<file path="src/rtl/vpu_pkg.sv">
// Shared types and sizing for the vector issue path.
package vpu_pkg;

    localparam int unsigned OPERAND_WIDTH = 8;
    localparam int unsigned VLANE_CNT     = 4;
    localparam int unsigned OPERAND_CNT   = 3;
    localparam int unsigned MAX_DELAY_LG2 = 4;
    localparam int unsigned DATA_WIDTH    = OPERAND_WIDTH * VLANE_CNT;

    typedef struct packed {
        logic [3:0] opcode;
        logic [1:0] sew;
        logic       vm;
    } vpu_exec_req_t;

    typedef enum logic [2:0] {
        IDLE    = 3'd0,
        COLLECT = 3'd1,
        ISSUE   = 3'd2,
        EXEC    = 3'd3,
        RESP    = 3'd4
    } vpu_issue_state_t;

endpackage

</file>
<file path="src/rtl/vpu_operand_collector.sv">
// Operand buffers plus the collected-operand mask for one in-flight request.
module vpu_operand_collector
    import vpu_pkg::*;
(
    input  logic                   clk,
    input  logic                   rst,
    input  logic                   clear_i,
    input  logic                   collect_en_i,
    input  logic [OPERAND_CNT-1:0] mask_i,
    input  logic [DATA_WIDTH-1:0]  operand_i [OPERAND_CNT],
    input  logic [OPERAND_CNT-1:0] operand_valid_i,
    output logic [DATA_WIDTH-1:0]  operand_o [OPERAND_CNT],
    output logic                   complete_c
);

    logic [OPERAND_CNT-1:0] collected_q;
    logic [OPERAND_CNT-1:0] hit;

    // Only strobes for required operands, and only while collecting, count.
    assign hit        = collect_en_i ? (operand_valid_i & mask_i) : '0;
    assign complete_c = collect_en_i && ((collected_q | hit) == mask_i);

    always_ff @(posedge clk or posedge rst) begin
        if (rst) begin
            collected_q <= '0;
            for (int i = 0; i < int'(OPERAND_CNT); i++) begin
                operand_o[i] <= '0;
            end
        end else begin
            if (clear_i) begin
                collected_q <= '0;
            end else begin
                collected_q <= collected_q | hit;
            end
            for (int i = 0; i < int'(OPERAND_CNT); i++) begin
                if (hit[i]) begin
                    operand_o[i] <= operand_i[i];
                end
            end
        end
    end

endmodule

</file>
<file path="src/rtl/vpu_exec_issuer.sv">
// Accepts one vector op, gathers its operands, launches the execution unit
// and holds the result until the consumer takes it.
module vpu_exec_issuer
    import vpu_pkg::*;
#(
    parameter int unsigned CNT_WIDTH = 16
) (
    input  logic                     clk,
    input  logic                     rst,
    input  logic                     req_valid_i,
    output logic                     req_ready_o,
    input  vpu_exec_req_t            req_op_func_i,
    input  logic [MAX_DELAY_LG2-1:0] req_delay_i,
    input  logic [OPERAND_CNT-1:0]   req_src_mask_i,
    input  logic [DATA_WIDTH-1:0]    operand_i [OPERAND_CNT],
    input  logic [OPERAND_CNT-1:0]   operand_valid_i,
    output logic                     exec_start_o,
    output vpu_exec_req_t            exec_op_func_o,
    output logic [MAX_DELAY_LG2-1:0] exec_delay_o,
    output logic [DATA_WIDTH-1:0]    exec_operand_o [OPERAND_CNT],
    output logic [OPERAND_CNT-1:0]   exec_operand_valid_o,
    input  logic [DATA_WIDTH-1:0]    exec_dout_i,
    input  logic                     exec_done_i,
    output logic                     rsp_valid_o,
    input  logic                     rsp_ready_i,
    output logic [DATA_WIDTH-1:0]    rsp_dout_o,
    output logic                     busy_o,
    output logic [CNT_WIDTH-1:0]     done_cnt_o
);

    vpu_issue_state_t       state_q;
    vpu_issue_state_t       state_d;
    logic [OPERAND_CNT-1:0] mask_q;
    logic                   issued_q;
    logic                   accept;
    logic                   capture;
    logic                   complete_c;

    vpu_operand_collector u_collector (
        .clk             (clk),
        .rst             (rst),
        .clear_i         (accept),
        .collect_en_i    (state_q == COLLECT),
        .mask_i          (mask_q),
        .operand_i       (operand_i),
        .operand_valid_i (operand_valid_i),
        .operand_o       (exec_operand_o),
        .complete_c      (complete_c)
    );

    // Next-state and handshake decode.
    always_comb begin
        state_d = state_q;
        accept  = 1'b0;
        capture = 1'b0;
        unique case (state_q)
            IDLE: begin
                if (req_valid_i) begin
                    accept  = 1'b1;
                    state_d = (req_src_mask_i == '0) ? ISSUE : COLLECT;
                end
            end
            COLLECT: begin
                if (complete_c) begin
                    state_d = ISSUE;
                end
            end
            ISSUE: begin
                state_d = EXEC;
            end
            EXEC: begin
                if (exec_done_i) begin
                    capture = 1'b1;
                    state_d = RESP;
                end
            end
            RESP: begin
                if (rsp_ready_i) begin
                    state_d = IDLE;
                end
            end
            default: begin
                state_d = IDLE;
            end
        endcase
    end

    // State register; status outputs are registered from the next state.
    always_ff @(posedge clk or posedge rst) begin
        if (rst) begin
            state_q      <= IDLE;
            req_ready_o  <= 1'b1;
            exec_start_o <= 1'b0;
            rsp_valid_o  <= 1'b0;
            busy_o       <= 1'b0;
            issued_q     <= 1'b0;
        end else begin
            state_q      <= state_d;
            req_ready_o  <= (state_d == IDLE);
            exec_start_o <= (state_d == ISSUE);
            rsp_valid_o  <= (state_d == RESP);
            busy_o       <= (state_d != IDLE);
            issued_q     <= (state_d == ISSUE) || (state_d == EXEC);
        end
    end

    assign exec_operand_valid_o = issued_q ? mask_q : '0;

    // Request fields, result capture and completion count.
    always_ff @(posedge clk or posedge rst) begin
        if (rst) begin
            exec_op_func_o <= '0;
            exec_delay_o   <= '0;
            mask_q         <= '0;
            rsp_dout_o     <= '0;
            done_cnt_o     <= '0;
        end else begin
            if (accept) begin
                exec_op_func_o <= req_op_func_i;
                exec_delay_o   <= req_delay_i;
                mask_q         <= req_src_mask_i;
            end
            if (capture) begin
                rsp_dout_o <= exec_dout_i;
                done_cnt_o <= done_cnt_o + CNT_WIDTH'(1);
            end
        end
    end

endmodule

</file>
<file path="config.mk">
export PLATFORM = sky130hd
export DESIGN_NAME = vpu_exec_issuer
export DESIGN_NICKNAME = d
export VERILOG_FILES = /design/src/rtl/vpu_pkg.sv /design/src/rtl/vpu_operand_collector.sv /design/src/rtl/vpu_exec_issuer.sv
export SDC_FILE = /design/constraint.sdc
export NUM_CORES = 1
export LEC_CHECK = 0
export CORE_MARGIN = 1
export CORE_UTILIZATION = 40
export CTS_CLUSTER_DIAMETER = 60
export DETAILED_ROUTE_END_ITERATION = 8
export PLACE_DENSITY = 0.79
export SYNTH_ARGS = -nofsm -noshare
export SYNTH_HDL_FRONTEND = slang
export SYNTH_HIERARCHICAL = 1
export SYNTH_SLANG_ARGS = --single-unit
</file>
<file path="constraint.sdc">
create_clock -name clk -period 7 [get_ports clk]
set_input_delay 1.4 -clock clk [delete_from_list [all_inputs] [get_ports clk]]
set_output_delay 1.4 -clock clk [all_outputs]
set_load 0.005 [all_outputs]
</file>
# Yosys cells after proc, flatten, opt, wreduce, memory -nomap -nowiden
# Cells that the tools add are included.
# W data, S select, Z words.
[word_totals]
input_bits = 150
output_inout_bits = 162
reg_bits = 169
word_cells = 47
[op_classes]
n_reduce_logical = 6
bitwise_logic = 2
addsub = 1
eq_ne = 8
muxes = 13
[ops]
columns = ["operator", "count"]
rows = [
  ["$mux W3", 7],
  ["$add A16 B1 Y16 const B", 1],
  ["$pmux W3 S5", 1],
  ["$eq A3 B2 Y1 const B", 4],
  ["$logic_not A3 Y1", 3],
  ["$eq A3 B3 Y1 const B", 2],
  ["$mux W1", 4],
  ["$and A3 B3 Y3", 1],
  ["$eq A3 B1 Y1 const B", 1],
  ["$eq A3 B3 Y1", 1],
  ["$or A3 B3 Y3", 1],
  ["$reduce_bool A3 Y1", 1],
  ["$mux W2", 1],
  ["$logic_and A1 B1 Y1", 1],
  ["$logic_or A1 B1 Y1", 1],
]

# Depth between registers and ports, before layout
[depth]
depth_word = 9
mapped_depth = 11
ltp_nobuf = 9

# By module
# The synthesis kept the hierarchy.
[modules_own_cells]
columns = ["module", "cells_each", "seq_area_each_um2", "area_each_um2", "n_inst"]
rows = [
  ["vpu_operand_collector", 225, 2477.4, 4041.4, 1],
  ["vpu_exec_issuer", 258, 1752.9, 2827.7, 1],
]

# Worst setup path after synthesis
# No wires, ideal clock.
[synth_path]
path_type = "input to register"
from = "input operand_valid_i[1]"
to = "register busy_o"
setup_ns = 0.131
arrival_ns = 2.503
path_buffers = 0
stages = 7
setup_slack_ns = 4.366
required_ns = 6.869
cell_sequence = "nand2_1 and3_1 nor4_1 nor3b_1 a21oi_1 o22ai_1 or3_1"
[synth_between]
elab_chain_cells = 8
[synth_rtl]
columns = ["element", "line_no", "text"]
rows = [
  ["start, declared", "vpu_exec_issuer.sv:16", "input logic [OPERAND_CNT-1:0] operand_valid_i,"],
  ["$and A3 B3 Y3", "vpu_operand_collector.sv:20", "assign hit = collect_en_i ? (operand_valid_i & mask_i) : '0;"],
  ["$mux W3", "vpu_operand_collector.sv:20", ""],
  ["$or A3 B3 Y3", "vpu_operand_collector.sv:21", "assign complete_c = collect_en_i && ((collected_q | hit) == mask_i);"],
  ["$eq A3 B3 Y1", "vpu_operand_collector.sv:21", ""],
  ["$logic_and A1 B1 Y1", "vpu_operand_collector.sv:21", ""],
  ["named net complete_c", "vpu_exec_issuer.sv:37", "logic complete_c;"],
  ["$mux W3", "vpu_exec_issuer.sv:64", "if (complete_c) begin"],
  ["$pmux W3 S5", "vpu_exec_issuer.sv:56", "unique case (state_q)"],
  ["named net state_d[0]", "vpu_exec_issuer.sv:32", "vpu_issue_state_t state_d;"],
  ["$reduce_bool A3 Y1", "vpu_exec_issuer.sv:102", "busy_o <= (state_d != IDLE);"],
  ["end signal, assigned", "vpu_exec_issuer.sv:102", ""],
  ["end, declared", "vpu_exec_issuer.sv:27", "output logic busy_o,"],
]
# The timed path passes the listed nets, and every way through them passes these cells.
# A chain may end at the register's enable or synchronous reset.

# Final worst setup path
[layout_path]
from = "register state_q[1]"
to = "register busy_o"
[layout_between]
elab_chain_cells = 8
word_cells_on_any_way = 15
classes_between = "5 x eq/ne; 6 x mux; 1 x bitwise; 3 x reduce/logical"
[layout_rtl]
columns = ["element", "line_no", "text"]
rows = [
  ["start, declared", "vpu_exec_issuer.sv:31", "vpu_issue_state_t state_q;"],
  ["start signal, assigned", "vpu_exec_issuer.sv:98", "state_q <= state_d;"],
  ["$eq A3 B1 Y1 (*)", "vpu_exec_issuer.sv:43", ".collect_en_i (state_q == COLLECT),"],
  ["$mux W3", "vpu_operand_collector.sv:20", ""],
  ["$or A3 B3 Y3", "vpu_operand_collector.sv:21", ""],
  ["$eq A3 B3 Y1", "vpu_operand_collector.sv:21", ""],
  ["$logic_and A1 B1 Y1 (*)", "vpu_operand_collector.sv:21", ""],
  ["named net complete_c", "vpu_exec_issuer.sv:37", ""],
  ["$mux W3 (*)", "vpu_exec_issuer.sv:64", ""],
  ["$pmux W3 S5 (*)", "vpu_exec_issuer.sv:56", ""],
  ["named net state_d[0]", "vpu_exec_issuer.sv:32", ""],
  ["$reduce_bool A3 Y1 (*)", "vpu_exec_issuer.sv:102", ""],
]
# The timed path passes the listed nets; every way through them passes the cells marked *.

==> summary.txt <==
initial DRC count: 104
# port buffers: 311
Arr. time, crit path: 3.55 ns
Clock transition at path regs: 0.06 ns
kind of critical path: flip-flop to flip-flop
post-CTS setup buffers: 0
Netlist Area Pre-Place: 6869 um^2
top cells by count, synth: 168 x dfrtp_1, 109 x nand2_1, 60 x mux2_4
part of the cycle the worst path needs: 46.66%
CTS Sinks: 169
share of the synthesized area in the top cell type: 61.20%
Synth warnings: 6
largest net degree at the start of global routing: 71
predominant post-synthesis flop cell: dfrtp_1
nets: 946
Leak: 0.004862 uW
Seq cells post-synth: 169
area growth from synthesis to final layout: 55.52%
maximum clock rate: 306.2 MHz
fin crit period: 3.266 ns
sequential share of the synthesized area: 61.58%
syn_nets: 634
CTS Hold Bufs: 0
Clock Latency Late Sink: 0.42 ns
GRT Util Overall: 20.79%
Worst Hold Slack: 0.4732 ns
Worst R2R Start: state_q[1]$_DFF_PP0_
cell count after synthesis: 483
Worst Slack Setup Final: 3.734 ns
VDD IR max: 233.8 uV
Clock Path Buffers: 2
Startpoint Class: flip-flop
Filler cells: 1225
WP data required: 7.28 ns
Final Slew Violations: 0
Post-synth EDFFs: 0
Final ANT Viol Nets: 0
die area: 17700 um^2
routed length per instance: 17.18 um
area leader, netlist: dfrtp_1
maximum capacitance violations: 0
hold crit path type: flip-flop to flip-flop
layout cells sized above 1: 19.31%
core area: 16700 um^2
Initial DRT Pass Iterations: 6
Avg Vias per Cell: 4.733
CP max FO: 9
Synth area leaders: dfrtp_1 61%, mux2_4 13%, mux2_2 8.2%
Die W: 133.0 um
Site Rows: 47
GR Overflow Total: 0
DRC viols: 0
PD cells: 423.3 nW/um^2
TritonCTS clock tree: yes
WL final: 17.66 mm
# setup viols final: 0
CP startpoint: state_q[1]$_DFF_PP0_
relative slew slack: 23.54%
Crit. End Element: flip-flop
setup TNS: 0 ns
Initial Utilization: 41.13%
Ports: 312
first-pass GRT wire length: 28.51 mm
Hold Crit Start: rsp_dout_o[14]$_DFFE_PP0P_
final std cells w/o fill: 1028
ant diodes: 0
syn avg cell area: 14.22 um^2
vias in the first global route: 5513
Post-Place Worst Slack: 3.478 ns
slowest stage cell, crit path: nor2_1
H-tree levels: 4
routability cong.: 0.8280
most common cell in the netlist: dfrtp_1
Hold Vio Cnt, Final: 0
Synth cell types: 39
delay of the slowest critical-path stage: 0.65 ns
worst path cell trace: or2_2, nor2_1, nand2_1, and3_1, nor4_1, nor3b_1, a21oi_1, o22ai_1, or3_1
worst slew pin tran: 1.142 ns
RSZ-0062 raised after global routing: false
initial antenna violation count: 0
post-cts resize count: 0
clk root buf: clkbuf_16
CTS Buf Count: 17
Die H: 133.0 um
R2R Setup Slk: 3.73 ns
Setup Skew: 0.01120 ns
dpl hpwl: 13.28 mm
status: finished clean
asr flop ratio synth: 100.0%
DP Cell Count: 996
vias post-DR: 4866
==> report_power, final <==
group | internal (uW) | switching [uW] | total [uW]
clock | 546 | 376 | 922
combinational | 1300 | 602 | 1900
sequential | 1430 | 275 | 1700
==> logic make-up after synthesis <==
family,synth area share [%]
mux,21.46
compound gates,0.9473
xor+xnor,1.912
buf+inv,3.261
fa+ha+maj,0.1821
simple gates,10.66
flops,61.58
==> flip-flops by register name (all words and copies together), names as in the netlist <==
name / flops
req_ready_o: 1
exec_start_o: 1
issued_q: 1
rsp_dout_o: 32
rsp_valid_o: 1
exec_delay_o: 4
u_collector/collected_q: 3
busy_o: 1
done_cnt_o: 16
state_q: 3
u_collector/operand_o: 96
mask_q: 3
exec_op_func_o: 7
==> critical path: cells and delay by family (launching register included) <==
family / cells / cell delay, ns
AOI/OAI and AO/OA: 2 / 0.29
and+or+nand+nor: 7 / 2.31
DFF: 1 / 0.53
==> per-stage QoR <==
| step | total power (uW) | util (%) | instance area [um^2] |
|---|---|---|---|
| after floorplan | 2522 | - | 6869 |
| after global placement | 3550 | 60.47 | 10100 |
| after detailed placement | 3624 | 60.47 | 10100 |
| after CTS | 4574 | 63.96 | 10680 |
| after global routing | 4777 | 63.96 | 10680 |
| final | 4522 | 63.96 | 10680 |
==> path summary, 6_finish.rpt <==
check / cells after the start / end
worst max-delay path: 9 / busy_o$_DFF_PP0_
worst min-delay path: 2 / rsp_dout_o[14]$_DFFE_PP0P_
worst max register to register: 9 / busy_o$_DFF_PP0_
worst min register to register: 2 / rsp_dout_o[14]$_DFFE_PP0P_
max in group asynchronous: 3 / u_collector/operand_o[21]$_DFFE_PP0P_
min in group asynchronous: 2 / u_collector/operand_o[43]$_DFFE_PP0P_
==> area by class of cell <==
| type | instances | area, um^2 | share of cell area [%] |
|---|---|---|---|
| Timing Repair Buffer | 314 | 3136 | 29.35 |
| Sequential cell | 169 | 4230 | 39.60 |
| Multi-Input combinational cell | 284 | 2421 | 22.66 |
| Clock inverter | 10 | 120.1 | 1.124 |
| Tap cell | 220 | 275.3 | 2.577 |
| Clock buffer | 22 | 464.2 | 4.345 |
| Inverter | 9 | 36.28 | 0.3397 |
==> routing by layer <==
layer  track usage [%]  share of wire (%)
met5                 0                  0
met4             7.407                2.1
met3             8.046                9.8
met2             36.04                 50
met1             23.12                 38
==> cell usage in the layout (no fill, tap or decap), types with 3 or more instances in the layout <==
master and count:
xor2_1 5, and3_1 6, inv_1 6, a21oi_1 4, mux2_4 60, xnor2_1 10
nand3_1 5, clkbuf_16 17, o22ai_1 3, clkinv_4 4, nor2_1 4, nand2_1 109
buf_4 3, dfrtp_1 168, nand3_4 3, mux2_2 50, and2_1 3, clkdlybuf4s50_1 311
clkbuf_1 3
Note: power is estimated with default switching activity, not from simulation.
